File: src/rtl/led_pkg.sv
// Shared mode encoding for the LED pattern generator family.
package led_pkg;
    localparam int LED_MODE_W = 2;

    typedef logic [LED_MODE_W-1:0] led_mode_t;

    localparam led_mode_t LED_OFF   = 2'd0;
    localparam led_mode_t LED_ON    = 2'd1;
    localparam led_mode_t LED_BLINK = 2'd2;
    localparam led_mode_t LED_PWM   = 2'd3;
endpackage

File: src/rtl/led_prescaler.sv
// Divide-by-TICK_DIV prescaler; tick is combinational in the terminal-count cycle.
// Tick is suppressed while disabled or while clr is asserted, so clr always wins.
module led_prescaler #(
    parameter int TICK_DIV = 10000000,
    parameter int CNT_W    = 24
) (
    input  logic clk_in,
    input  logic rst_n,
    input  logic en,
    input  logic clr,
    output logic tick
);
    localparam logic [CNT_W-1:0] TERM = CNT_W'(TICK_DIV - 1);

    logic [CNT_W-1:0] count;
    logic             at_term;

    assign at_term = (count == TERM);
    assign tick    = en & ~clr & at_term;

    always_ff @(posedge clk_in or negedge rst_n) begin
        if (!rst_n) begin
            count <= '0;
        end else if (clr) begin
            count <= '0;
        end else if (en) begin
            count <= at_term ? '0 : count + CNT_W'(1);
        end
    end
endmodule

File: src/rtl/led_pattern_gen.sv
// Multi-channel LED driver: per-channel OFF / ON / BLINK / PWM, registered outputs.
// en low freezes all counters and blanks the LEDs; restart re-aligns everything.
module led_pattern_gen
    import led_pkg::*;
#(
    parameter int NUM_LEDS = 4,
    parameter int TICK_DIV = 10000000,
    parameter int CNT_W    = 24,
    parameter int PWM_W    = 8
) (
    input  logic                           clk_in,
    input  logic                           rst_n,
    input  logic                           en,
    input  logic                           restart,
    input  logic [LED_MODE_W*NUM_LEDS-1:0] mode,
    input  logic [PWM_W*NUM_LEDS-1:0]      duty,
    output logic [NUM_LEDS-1:0]            led,
    output logic                           tick
);
    logic                tick_int;
    logic [PWM_W-1:0]    pwm_cnt;
    logic [NUM_LEDS-1:0] phase;
    logic [NUM_LEDS-1:0] phase_nxt;
    logic [NUM_LEDS-1:0] led_nxt;

    led_prescaler #(
        .TICK_DIV (TICK_DIV),
        .CNT_W    (CNT_W)
    ) u_prescaler (
        .clk_in (clk_in),
        .rst_n  (rst_n),
        .en     (en),
        .clr    (restart),
        .tick   (tick_int)
    );

    for (genvar i = 0; i < NUM_LEDS; i++) begin : g_ch
        led_mode_t        ch_mode;
        logic [PWM_W-1:0] ch_duty;
        logic             ch_lit;

        assign ch_mode = mode[LED_MODE_W*i +: LED_MODE_W];
        assign ch_duty = duty[PWM_W*i +: PWM_W];

        assign ch_lit = (ch_mode == LED_ON)
                      | ((ch_mode == LED_BLINK) & phase[i])
                      | ((ch_mode == LED_PWM) & (pwm_cnt < ch_duty));

        // Phase is held at 0 outside BLINK so every entry into BLINK starts dark.
        assign phase_nxt[i] = restart ? 1'b0 :
                              !en     ? phase[i] :
                              (ch_mode == LED_BLINK) & (phase[i] ^ tick_int);

        assign led_nxt[i] = en & ch_lit;
    end

    always_ff @(posedge clk_in or negedge rst_n) begin
        if (!rst_n) begin
            pwm_cnt <= '0;
            phase   <= '0;
            led     <= '0;
            tick    <= 1'b0;
        end else begin
            if (restart) begin
                pwm_cnt <= '0;
            end else if (en) begin
                pwm_cnt <= pwm_cnt + PWM_W'(1);
            end
            phase <= phase_nxt;
            led   <= led_nxt;
            tick  <= tick_int;
        end
    end
endmodule
File: config.mk
export PLATFORM = sky130hd
export DESIGN_NAME = led_pattern_gen
export DESIGN_NICKNAME = d
export VERILOG_FILES = /design/src/rtl/led_pkg.sv /design/src/rtl/led_prescaler.sv /design/src/rtl/led_pattern_gen.sv
export SDC_FILE = /design/constraint.sdc
export NUM_CORES = 1
export LEC_CHECK = 0
export CORE_MARGIN = 10
export CORE_UTILIZATION = 58
export CTS_BUF_LIST = sky130_fd_sc_hd__clkbuf_4 sky130_fd_sc_hd__clkbuf_8 sky130_fd_sc_hd__clkbuf_16
export DETAILED_ROUTE_END_ITERATION = 10
export GPL_ROUTABILITY_DRIVEN = 1
export PLACE_DENSITY = 0.95
export SLEW_MARGIN = 25
export SYNTH_ARGS = -nofsm -noshare
export SYNTH_HDL_FRONTEND = slang
export SYNTH_SLANG_ARGS = --single-unit
File: constraint.sdc
create_clock -name clk_in -period 5.15 [get_ports clk_in]
set_clock_uncertainty 0.15 [all_clocks]
set_input_delay 1.545 -clock clk_in [delete_from_list [all_inputs] [get_ports clk_in]]
set_output_delay 1.545 -clock clk_in [all_outputs]
set_load 0.01 [all_outputs]
# Yosys cells after proc, flatten, opt, wreduce, memory -nomap -nowiden
# Cells that the tools add are included.
[classes] add_sub_neg=2 order_cmp=4 eq_ne=13 n_mux=13 n_bitwise=31 reduce_logical=1
[op_table] cell="24-bit two-way mux" n=3
[op_table] cell="8-bit < comparator" n=4
[op_table] cell="24-bit by 1-bit adder with 24-bit output, second input constant" n=1
[op_table] cell="24-bit == test, second input constant" n=1
[op_table] cell="1-bit AND" n=18
[op_table] cell="2-bit == test, second input constant" n=8
[op_table] cell="8-bit two-way mux" n=2
[op_table] cell="8-bit by 1-bit adder with 8-bit output, second input constant" n=1
[op_table] cell="2-bit by 1-bit == test with 1-bit output, second input constant" n=4
[op_table] cell="1-bit two-way mux" n=8
[op_table] cell="1-bit bitwise OR" n=8
[op_table] cell="1-bit XOR" n=4
[op_table] cell="2-bit nonzero test" n=1
[op_table] cell="1-bit NOT" n=1
[totals] regBits=41 input_bits=44 output_inout_bits=5

# Longest topological paths before layout
# Gate-level depths: netlist (run 1).
[logic_depth] depth_word=7 depth_mapped=7

# By module
# Synthesis (run 1) repeated with hierarchy kept, for this count alone.
[hier_totals] hier_cells=352 area_unflattened_um2=3006.6
[modules_own_cells] mod="led_pattern_gen" instances=1 cells_each=187 area_each_um2=1557.7 seq_area_each_um2=425.4
[modules_own_cells] mod="led_prescaler" instances=1 cells_each=165 area_each_um2=1448.9 seq_area_each_um2=600.6

# Worst setup path after synthesis (run 1)
# Ideal clock, no wire load.
[synth_timing] path_type="input to register" startpoint="input port restart" endpoint="register u_prescaler.count[15]" setup_time_ps=82 arrival_ps=2637 required_time_ps=4918 setup_slack_ps=2281 path_stages=6 n_path_buf=2 cell_sequence="clkbuf_1 -> nand2b_1 -> a31oi_4 -> buf_2 -> o21ai_0 -> a31oi_1"
[synth_between] elab_chain_cells=1 elab_cells_between_ends=2 cone_classes="1 x mux; 1 x reduce/logical"
[synth_lines] element="start: declaration" line="led_pattern_gen.sv:14" source="input logic restart,"
[synth_lines] element="24-bit two-way mux or 2-bit nonzero test (tied branches)"
[synth_lines] element="end signal: assignment" line="led_prescaler.sv:27" source="count <= at_term ? '0 : count + CNT_W'(1);"
[synth_lines] element="end: declaration" line="led_prescaler.sv:15" source="logic [CNT_W-1:0] count;"
# Several ways; a longest one is shown, not always the timed one.
# A chain may end at the register's enable or synchronous reset.

# Worst setup path after layout (run 1)
[layout_timing] startpoint="input port en" endpoint="register u_prescaler.count[7]"
[layout_between] elab_chain_cells=1
[layout_lines] element="start: declaration" line="led_pattern_gen.sv:13" source="input logic en,"
[layout_lines] element="2-bit nonzero test (no source line)"
# No other way between the ends.

==> run summary, run 1 <==
Dominant cell type by area after synthesis: sky130_fd_sc_hd__dfrtp_1
Vias in the first global route: 2,770
Netlist cell types: 51
Critical Path RT: 5.22 ns
Later-pin clock latency in the skew report: 0.29 ns
Achievable clock frequency: 0.273 GHz
Number of diodes added for antenna fixing: 0
Per-cell via count in the routed design: 6.14
Startpoint type of the worst setup path: primary input
Die Footprint: 0.00851 sq mm
Synth warnings: 0
TritonCTS buffer count: 5
Sequential Area: 0.00103 sq mm
Top cells by area in the synthesized netlist: sky130_fd_sc_hd__dfrtp_1, sky130_fd_sc_hd__ha_1, sky130_fd_sc_hd__inv_1, sky130_fd_sc_hd__a31oi_1, sky130_fd_sc_hd__nand2_1
Headroom to the max-slew limit: 0.381
Drt wl/cell: 17.1 um
Placeable Area: 0.00507 sq mm
IO Port Bufs: 48
Crit path kind: in2reg
Top cells by instance count after synthesis: sky130_fd_sc_hd__dfrtp_1, sky130_fd_sc_hd__inv_1, sky130_fd_sc_hd__nand2_1
Period utilisation layout: 0.712
Hold violation total from the final report: 0
Xor and xnor area share after synthesis: 0.0260
CTS tree: done
Io pins: 49
Crit-path max FO: 36
Detailed-route wire length: 7.80 mm
Area Overhead vs Synth: 19.2%
Cell count after synthesis: 340
First-pass GRT wire length: 12.9 mm
Final cell count without fillers: 455
Total net switching power: 0.172 mW
Ys async rst share: 1.00
Placed Area: 0.00352 sq mm
Sequential element share of the synthesized area: 0.339
Count of clock tree sinks: 41
Routability congestion estimate: 0.918
Internal power consumption: 0.476 mW
Number of nets in the synthesized netlist: 414
Placed cells: 447
Sw Ratio: 0.265
Remaining Overflow, GRT: 0
Final sum of negative setup slack: 0 ns
First drt pass iteration count: 5
Antenna violations before repair: 0
Run status: finished clean
DIE HEIGHT: 92.3 um
Min setup slack post-route: 1.48 ns
Top-area cell type share of the netlist area: 0.339
HPWL after detailed placement: 6.00 mm
Adder-cell share of the synthesized area: 0.124
Placement-stage worst setup slack: 1.20 ns
Critical path data arrival time: 3.74 ns
Compound-cell area share of the yosys netlist: 0.178
Clock slew at the register clock pins of the worst setup and hold paths: 0.08 ns
RSZ-0062 raised after global routing: false
Power per standard cell area: 179 mW/mm^2
Post-CTS Setup Repair Bufs: 0
Mean instance size in the synthesized netlist: 8.91 sq um
IR Drop Worst-Case VDD: 0.000170 V
Area of the multi-input gates: 0.00179 sq mm
Final period demand of the worst path: 3.67 ns
Die W: 92.3 um
Number of remaining DRC errors: 0
Lkg Pwr: 1.74 nW
Num rows: 26
Flip-flop cell with the highest count after synthesis: sky130_fd_sc_hd__dfrtp_1
Post-Synth Simple-Gate Area: 0.234
Total standard cell area after synthesis: 0.00303 sq mm
Worst Max-Slew Pin Slew: 0.925 ns
Master cell of the clock root buffer: sky130_fd_sc_hd__clkbuf_8
Maximum clock path buffer count: 2
Final setup fails: 0
Fraction of power consumed by sequential logic: 0.515
Final total power: 0.648 mW
FF+latch count, synth: 41
Number of DRC markers in iteration 0: 351
Pin count of the biggest net entering global routing: 42
Share of post-route cells with drive strength above 1: 0.0753
Kind of end point of the critical path: flip-flop
Most common cell in the netlist: sky130_fd_sc_hd__dfrtp_1
Via total after detailed routing: 2,795
All-layer global routing usage: 0.181
Design Area, Final: 0.00361 sq mm
Filler cells: 364
Type of the tightest min-delay check: reg2reg
Proportion of power drawn by combinational gates: 0.163
Post-synthesis mux area share: 0.0285
Effective utilization at floorplan: 0.597
Number of resized instances in the post-cts repair step: 0
# H-tree levels: 2
Number of pins exceeding their max-slew limit in the final report: 0
Post-synth EDFFs: 0
Dominant combinational cell family by area after synthesis: simple AND/OR/NAND/NOR gates
Number of hold buffers added after cts: 0
Count of maximum capacitance violations: 0
Clock network fraction of total power: 0.322
Count of antenna-violating nets left after detailed routing: 0
Final #Nets: 458
-- per-stage QoR --
step | hold WS [ns] | utilization
final | 0.403 | 0.712
after global routing | 0.425 | 0.712
after CTS | 0.399 | 0.712
after detailed placement | 0.380 | 0.695
after global placement | 0.361 | 0.695
after floorplan | 0.336 | -
-- final timing paths --
path,cells past startpoint,from,to,slack [ns]
setup / recovery,5,en,u_prescaler.count[7],1.48
hold / removal,2,phase[1],phase[1],0.40
setup reg to reg,6,u_prescaler.count[0],phase[2],2.72
hold reg to reg,2,phase[1],phase[1],0.40
max in group asynchronous,1,rst_n,u_prescaler.count[5],3.06
min in group asynchronous,1,rst_n,u_prescaler.count[19],1.22
-- flip-flops by register name, summed over array words and instances (netlist names) --
register / cells
phase: 4
pwm_cnt: 8
tick: 1
u_prescaler.count: 24
led: 4
-- cell type report --
cell class | instances | area share
clock inverter | 3 | 0.00485
inverter | 37 | 0.0385
timing repair buffer | 49 | 0.134
clock buffer | 5 | 0.0191
sequential | 41 | 0.284
multi-input combinational | 250 | 0.495
tap | 70 | 0.0243
-- worst max-delay path: stages --
cell                              delay (ns)
sky130_fd_sc_hd__clkdlybuf4s50_1        0.77
sky130_fd_sc_hd__nand2b_1               0.24
sky130_fd_sc_hd__a31oi_4                0.74
sky130_fd_sc_hd__o21ai_0                0.23
sky130_fd_sc_hd__a31oi_1                0.21
-- metal layers --
layer	share of wire	track usage	routed length, um
met3	0.052	0.0326	407
met1	0.40	0.216	3130
met2	0.51	0.315	3980
met4	0.035	0.0707	275
met5	0	0	0
-- layout by cell type (no fill, tap or decap), types with 7 or more instances in the layout --
master	netlist	routed
sky130_fd_sc_hd__clkdlybuf4s50_1	0	47
sky130_fd_sc_hd__dfrtp_1	41	41
sky130_fd_sc_hd__inv_1	37	37
sky130_fd_sc_hd__nand2_1	31	31
sky130_fd_sc_hd__ha_1	30	30
sky130_fd_sc_hd__nor2_1	22	22
sky130_fd_sc_hd__a31oi_1	21	21
sky130_fd_sc_hd__o21ai_0	16	16
sky130_fd_sc_hd__nand4_1	15	15
sky130_fd_sc_hd__a21oi_1	14	14
sky130_fd_sc_hd__a21o_1	12	12
sky130_fd_sc_hd__nand3_1	9	9
sky130_fd_sc_hd__nand2b_1	9	9
sky130_fd_sc_hd__xor2_1	7	7
-- cell families after synthesis --
logic type      Yosys count
mux                       8
flops                    41
buf+inv                  49
fa+ha+maj                30
compound gates           79
xor+xnor                  9
simple gates            124
-- power groups by stage --
stage / Clock (mW) / Combinational [mW] / Sequential, mW
floorplan: 0 / 0.0471 / 0.339
global placement: 0 / 0.0991 / 0.339
detailed placement: 0 / 0.105 / 0.340
CTS: 0.212 / 0.106 / 0.333
global route: 0.229 / 0.117 / 0.334
finish: 0.209 / 0.105 / 0.333
No activity file was read; power rests on OpenSTA's default activity.
==> inputs of run 2 (changes only) <==
CORE_UTILIZATION = 49   (was 58)
PLACE_DENSITY = 0.86   (was 0.95)
clock period = 3.1 ns   (was 5.15 ns; I/O delays follow)
==> run summary, run 2 (synthesis results as in run 1) <==
Maximum clock path buffer count: 2 (unchanged)
Count of maximum capacitance violations: 0 (unchanged)
Area Overhead vs Synth: 22.7% (was 19.2%)
Clock slew at the register clock pins of the worst setup and hold paths: 0.08 ns (about the same)
Antenna violations before repair: 0 (unchanged)
CTS tree: done (unchanged)
Worst-case hold slack: 0.380 ns (was 0.403 ns)
Number of DRC markers in iteration 0: 307 (was 351)
Final core utilization: 0.624 (was 0.712)
Io pins: 49 (unchanged)
Fraction of power consumed by sequential logic: 0.463 (was 0.515)
Buffers & Inverters on Critical Path: 2 (was 1)
Achievable clock frequency: 0.397 GHz
Worst-case register-to-register setup slack: 0.79 ns (was 2.72 ns)
Number of hold buffers added after cts: 0 (unchanged)
Clock network fraction of total power: 0.386 (was 0.322)
Final sum of negative setup slack: 0 ns (unchanged)
Pin count of the biggest net entering global routing: 42 (unchanged)
Period utilisation layout: 0.812
Chain of cells forming the critical path: clkdlybuf4s50_1 > inv_1 > ha_1 > a21o_1 > a2111oi_0 > o21ai_0 > a31oi_1 (was clkdlybuf4s50_1 > nand2b_1 > a31oi_4 > o21ai_0 > a31oi_1)
First drt pass iteration count: 5 (unchanged)
Type of the tightest min-delay check: in2async (was reg2reg)
Gate family responsible for the most delay along the worst path: compound AO/OA/AOI/OAI gates (unchanged)
Number of pins exceeding their max-slew limit in the final report: 0 (unchanged)
Vias in the first global route: 2,792 (was 2,770)
Placement-stage worst setup slack: 0.286 ns (was 1.20 ns)
Top library cells by usage in the layout, fill and taps aside: sky130_fd_sc_hd__clkdlybuf4s50_1, sky130_fd_sc_hd__dfrtp_1, sky130_fd_sc_hd__inv_1 (unchanged)
Internal power consumption: 0.913 mW (was 0.476 mW)
Count of clock tree sinks: 41 (unchanged)
Master cell of the clock root buffer: sky130_fd_sc_hd__clkbuf_8 (unchanged)
Die W: 98.6 um (was 92.3 um)
Filler cells: 469 (was 364)
Critical path data arrival time: 2.58 ns (was 3.74 ns)
Worst Max-Slew Pin Slew: 0.498 ns (was 0.925 ns)
Final setup fails: 0 (unchanged)
Sw Ratio: 0.237 (was 0.265)
Num rows: 28 (was 26)
Final #Nets: 465 (was 458)
IR Drop Worst-Case VDD: 0.000178 V (was 0.000170 V)
Proportion of power drawn by combinational gates: 0.151 (was 0.163)
Leading cell type in the layout, fill and taps excluded: sky130_fd_sc_hd__clkdlybuf4s50_1 (unchanged)
Final period demand of the worst path: 2.52 ns
Later-pin clock latency in the skew report: 0.30 ns (was 0.29 ns)
TritonCTS buffer count: 5 (unchanged)
Min setup slack post-route: 0.584 ns (was 1.48 ns)
Lkg Pwr: 1.80 nW (was 1.74 nW)
DIE HEIGHT: 98.6 um (was 92.3 um)
All-layer global routing usage: 0.167 (was 0.181)
Number of remaining DRC errors: 0 (unchanged)
Share of post-route cells with drive strength above 1: 0.0918 (was 0.0753)
Via total after detailed routing: 2,807 (was 2,795)
# H-tree levels: 2 (unchanged)
Terminus of the critical flop-to-flop path: phase[2] (unchanged)
Per-cell via count in the routed design: 6.01 (was 6.14)
Critical-path cell with the highest stage delay: sky130_fd_sc_hd__clkdlybuf4s50_1 (unchanged)
Run status: finished clean (unchanged)
Die Footprint: 0.00973 sq mm (was 0.00851 sq mm)
Total net switching power: 0.283 mW (was 0.172 mW)
Startpoint type of the worst setup path: primary input (unchanged)
Hold violation total from the final report: 0 (unchanged)
HPWL after detailed placement: 5.94 mm (was 6.00 mm)
Number of resized instances in the post-cts repair step: 0 (unchanged)
Regs by FF count: u_prescaler.count (24), pwm_cnt (8) (unchanged)
Routability congestion estimate: 0.895 (was 0.918)
Delay of the slowest critical-path stage: 0.45 ns (was 0.77 ns)
Effective utilization at floorplan: 0.509 (was 0.597)
Kind of end point of the critical path: flip-flop (unchanged)
Crit path kind: in2reg (unchanged)
Register bank with the most flops: u_prescaler.count (unchanged)
Post-CTS Setup Repair Bufs: 0 (unchanged)
Depth of the most critical reg-to-reg path: 6 (unchanged)
Number of flip-flops in the largest register: 24 (unchanged)
Number of diodes added for antenna fixing: 0 (unchanged)
Critical Path RT: 3.17 ns (was 5.22 ns)
Detailed-route wire length: 8.06 mm (was 7.80 mm)
Headroom to the max-slew limit: 0.665 (was 0.381)
Power per standard cell area: 322 mW/mm^2 (was 179 mW/mm^2)
Drt wl/cell: 17.3 um (was 17.1 um)
First-pass GRT wire length: 13.6 mm (was 12.9 mm)
IO Port Bufs: 48 (unchanged)
Beginning of the worst register-to-register path: u_prescaler.count[1] (was u_prescaler.count[0])
Area of the multi-input gates: 0.00179 sq mm (unchanged)
Count of antenna-violating nets left after detailed routing: 0 (unchanged)
Sequential Area: 0.00103 sq mm (unchanged)
RSZ-0062 raised after global routing: false (unchanged)
Placeable Area: 0.00596 sq mm (was 0.00507 sq mm)
Crit-path max FO: 2 (was 36)
Remaining Overflow, GRT: 0 (unchanged)
-- run 2: how the worst max path moves through the flow --
| stage | from | endpoint | slack, ns | cells after the start |
|---|---|---|---|---|
| finish | duty[21] | led[2] | 0.58 | 7 |
| CTS | duty[21] | led[2] | 0.59 | 7 |
| global route | duty[21] | led[2] | 0.39 | 7 |
| floorplan | restart | u_prescaler.count[15] | 0.85 | 6 |
| detailed placement | duty[21] | led[2] | 0.29 | 7 |
| global placement | duty[21] | led[2] | 0.37 | 7 |
-- run 2: layout make-up --
cell class	instances	area share
inverters	37	0.0374
clock inverters	1	0.00808
repair buffers	56	0.147
clock buffers	7	0.0242
flip-flops and latches	41	0.276
multi-input cells	250	0.481
well taps	75	0.0253
-- run 2: power groups by stage --
stage	sequential [mW]	clock (mW)	combinational [mW]
after floorplan	0.562	0	0.0783
after global placement	0.564	0	0.170
after detailed placement	0.565	0	0.177
after CTS	0.554	0.465	0.178
after global routing	0.555	0.488	0.200
final	0.554	0.461	0.180
-- run 2: routing by layer --
metal / wire length (um) / up-vias / track usage
li1: - / 1329 / -
met1: 3240 / 1342 / 0.194
met2: 4150 / 119 / 0.295
met3: 526 / 17 / 0.0356
met4: 140 / 0 / 0.0562
met5: 0 / - / 0
-- run 2: through the flow --
stage	std cells	cell area (sq um)	power, mW
after floorplan	340	3030	0.641
after global placement	458	3580	0.734
after detailed placement	458	3580	0.741
after CTS	466	3700	1.20
after global routing	467	3720	1.24
final	467	3720	1.20
==> inputs of run 3 (changes only) <==
CORE_UTILIZATION = 54   (was 49)
PLACE_DENSITY = 0.89   (was 0.86)
clock period = 2.6 ns   (was 3.1 ns; I/O delays follow)
==> run summary, run 3 (synthesis results as in run 1) <==
Run status: finished clean (unchanged)
Master cell of the clock root buffer: sky130_fd_sc_hd__clkbuf_8 (unchanged)
Placement-stage worst setup slack: -0.193 ns (was 0.286 ns)
Effective utilization at floorplan: 0.553 (was 0.509)
Number of pins exceeding their max-slew limit in the final report: 0 (unchanged)
Die W: 94.9 um (was 98.6 um)
Critical path data arrival time: 2.54 ns (was 2.58 ns)
Worst Max-Slew Pin Slew: 0.464 ns (was 0.498 ns)
Later-pin clock latency in the skew report: 0.29 ns (was 0.30 ns)
Startpoint type of the worst setup path: primary input (unchanged)
Depth of the most critical reg-to-reg path: 6 (unchanged)
Area Overhead vs Synth: 22.0% (was 22.7%)
Internal power consumption: 0.988 mW (was 0.913 mW)
Die Footprint: 0.00901 sq mm (was 0.00973 sq mm)
Total net switching power: 0.320 mW (was 0.283 mW)
Hold violation total from the final report: 0 (unchanged)
IR Drop Worst-Case VDD: 0.000259 V (was 0.000178 V)
Clock slew at the register clock pins of the worst setup and hold paths: 0.08 ns (about the same)
Critical Path RT: 2.66 ns (was 3.17 ns)
All-layer global routing usage: 0.171 (was 0.167)
Crit path kind: in2reg (unchanged)
First-pass GRT wire length: 12.5 mm (was 13.6 mm)
Per-cell via count in the routed design: 5.95 (was 6.01)
Power per standard cell area: 354 mW/mm^2 (was 322 mW/mm^2)
Count of clock tree sinks: 41 (unchanged)
Period utilisation layout: 0.953
Share of post-route cells with drive strength above 1: 0.0895 (was 0.0918)
Routability congestion estimate: 0.910 (was 0.895)
Terminus of the critical flop-to-flop path: phase[2] (unchanged)
Filler cells: 428 (was 469)
Pin count of the biggest net entering global routing: 42 (unchanged)
Final #Nets: 465 (unchanged)
Maximum clock path buffer count: 2 (unchanged)
Count of maximum capacitance violations: 0 (unchanged)
Worst-case register-to-register setup slack: 0.39 ns (was 0.79 ns)
Headroom to the max-slew limit: 0.688 (was 0.665)
TritonCTS buffer count: 5 (unchanged)
Lkg Pwr: 1.79 nW (was 1.80 nW)
Final core utilization: 0.675 (was 0.624)
Clock network fraction of total power: 0.328 (was 0.386)
IO Port Bufs: 48 (unchanged)
Via total after detailed routing: 2,757 (was 2,807)
Kind of end point of the critical path: flip-flop (unchanged)
Final setup fails: 0 (unchanged)
Number of remaining DRC errors: 0 (unchanged)
Io pins: 49 (unchanged)
CTS tree: done (unchanged)
Type of the tightest min-delay check: in2async (unchanged)
Detailed-route wire length: 7.53 mm (was 8.06 mm)
Count of antenna-violating nets left after detailed routing: 0 (unchanged)
Final period demand of the worst path: 2.48 ns
Antenna violations before repair: 0 (unchanged)
Leading cell type in the layout, fill and taps excluded: sky130_fd_sc_hd__clkdlybuf4s50_1 (unchanged)
Crit-path max FO: 2 (unchanged)
Post-CTS Setup Repair Bufs: 0 (unchanged)
Sw Ratio: 0.245 (was 0.237)
Regs by FF count: u_prescaler.count (24), pwm_cnt (8) (unchanged)
Proportion of power drawn by combinational gates: 0.167 (was 0.151)
Top library cells by usage in the layout, fill and taps aside: sky130_fd_sc_hd__clkdlybuf4s50_1, sky130_fd_sc_hd__dfrtp_1, sky130_fd_sc_hd__inv_1 (unchanged)
Area of the multi-input gates: 0.00179 sq mm (about the same)
Number of diodes added for antenna fixing: 0 (unchanged)
RSZ-0062 raised after global routing: false (unchanged)
Number of DRC markers in iteration 0: 266 (was 307)
Fraction of power consumed by sequential logic: 0.505 (was 0.463)
# H-tree levels: 2 (unchanged)
Achievable clock frequency: 0.404 GHz
Drt wl/cell: 16.3 um (was 17.3 um)
HPWL after detailed placement: 5.64 mm (was 5.94 mm)
Number of hold buffers added after cts: 0 (unchanged)
Sequential Area: 0.00103 sq mm (unchanged)
Beginning of the worst register-to-register path: u_prescaler.count[1] (unchanged)
Vias in the first global route: 2,650 (was 2,792)
DIE HEIGHT: 94.9 um (was 98.6 um)
Number of flip-flops in the largest register: 24 (unchanged)
Placeable Area: 0.00547 sq mm (was 0.00596 sq mm)
First drt pass iteration count: 4 (was 5)
Num rows: 27 (was 28)
Register bank with the most flops: u_prescaler.count (unchanged)
Remaining Overflow, GRT: 0 (unchanged)
Min setup slack post-route: 0.123 ns (was 0.584 ns)
[run 3: changes by cell type in the layout (fill, tap and decap cells not counted)]
cell                        before  now
sky130_fd_sc_hd__a2111oi_1       0    1
sky130_fd_sc_hd__buf_12          1    2
sky130_fd_sc_hd__bufinv_16       1    0
sky130_fd_sc_hd__buf_4           7    6
sky130_fd_sc_hd__a2111oi_0       1    0
[run 3: worst max path at each step]
stage	start	end	slack [ns]	cells after the start
after floorplan	restart	u_prescaler.count[15]	0.50	6
after global placement	duty[21]	led[2]	0.02	7
after detailed placement	duty[21]	led[2]	-0.19	7
after CTS	duty[21]	led[2]	0.11	7
after global routing	duty[21]	led[2]	0.03	7
final	duty[21]	led[2]	0.12	7
[run 3: what timing repair did]
action | CTS | global route
setup endpoints to repair | 0 | 1
resized for setup | 0 | 1
hold endpoints to repair | 0 | 0
[run 3: through the flow]
| step | area, sq um | hold WS [ns] | setup TNS [ns] | power [mW] | cells |
|---|---|---|---|---|---|
| 2_1_floorplan | 3030 | 0.334 | 0 | 0.764 | 340 |
| 3_3_place_gp | 3600 | 0.356 | 0 | 0.881 | 456 |
| 3_5_place_dp | 3600 | 0.370 | -0.193 | 0.890 | 456 |
| 4_1_cts | 3690 | 0.309 | 0 | 1.32 | 463 |
| 5_1_grt | 3700 | 0.307 | 0 | 1.37 | 463 |
| 6_report | 3700 | 0.300 | 0 | 1.31 | 463 |
[run 3: routing by layer]
metal  global-route usage  wire length, um
met4               0.0611              197
met1                0.212             3150
met3               0.0301              377
met2                0.291             3810
met5                    0                0
[run 3: power groups by stage]
stage	sequential (mW)	combinational, mW	clock (mW)
after CTS	0.660	0.219	0.436
after floorplan	0.671	0.0933	0
after global routing	0.662	0.243	0.463
after detailed placement	0.673	0.217	0
after global placement	0.673	0.209	0
final	0.661	0.219	0.429
[run 3: worst max-delay path: stages]
cell and delay [ns]:
sky130_fd_sc_hd__clkdlybuf4s50_1 0.47, sky130_fd_sc_hd__inv_1 0.04, sky130_fd_sc_hd__ha_1 0.31, sky130_fd_sc_hd__a21o_1 0.17, sky130_fd_sc_hd__a2111oi_1 0.42, sky130_fd_sc_hd__o21ai_0 0.19, sky130_fd_sc_hd__a31oi_1 0.15
[run 3: cell type report]
class	count	share of cell area
clock buffers	7	0.0244
repair buffers	56	0.152
inverters	37	0.0376
flip-flops and latches	41	0.278
multi-input cells	250	0.484
well taps	72	0.0244
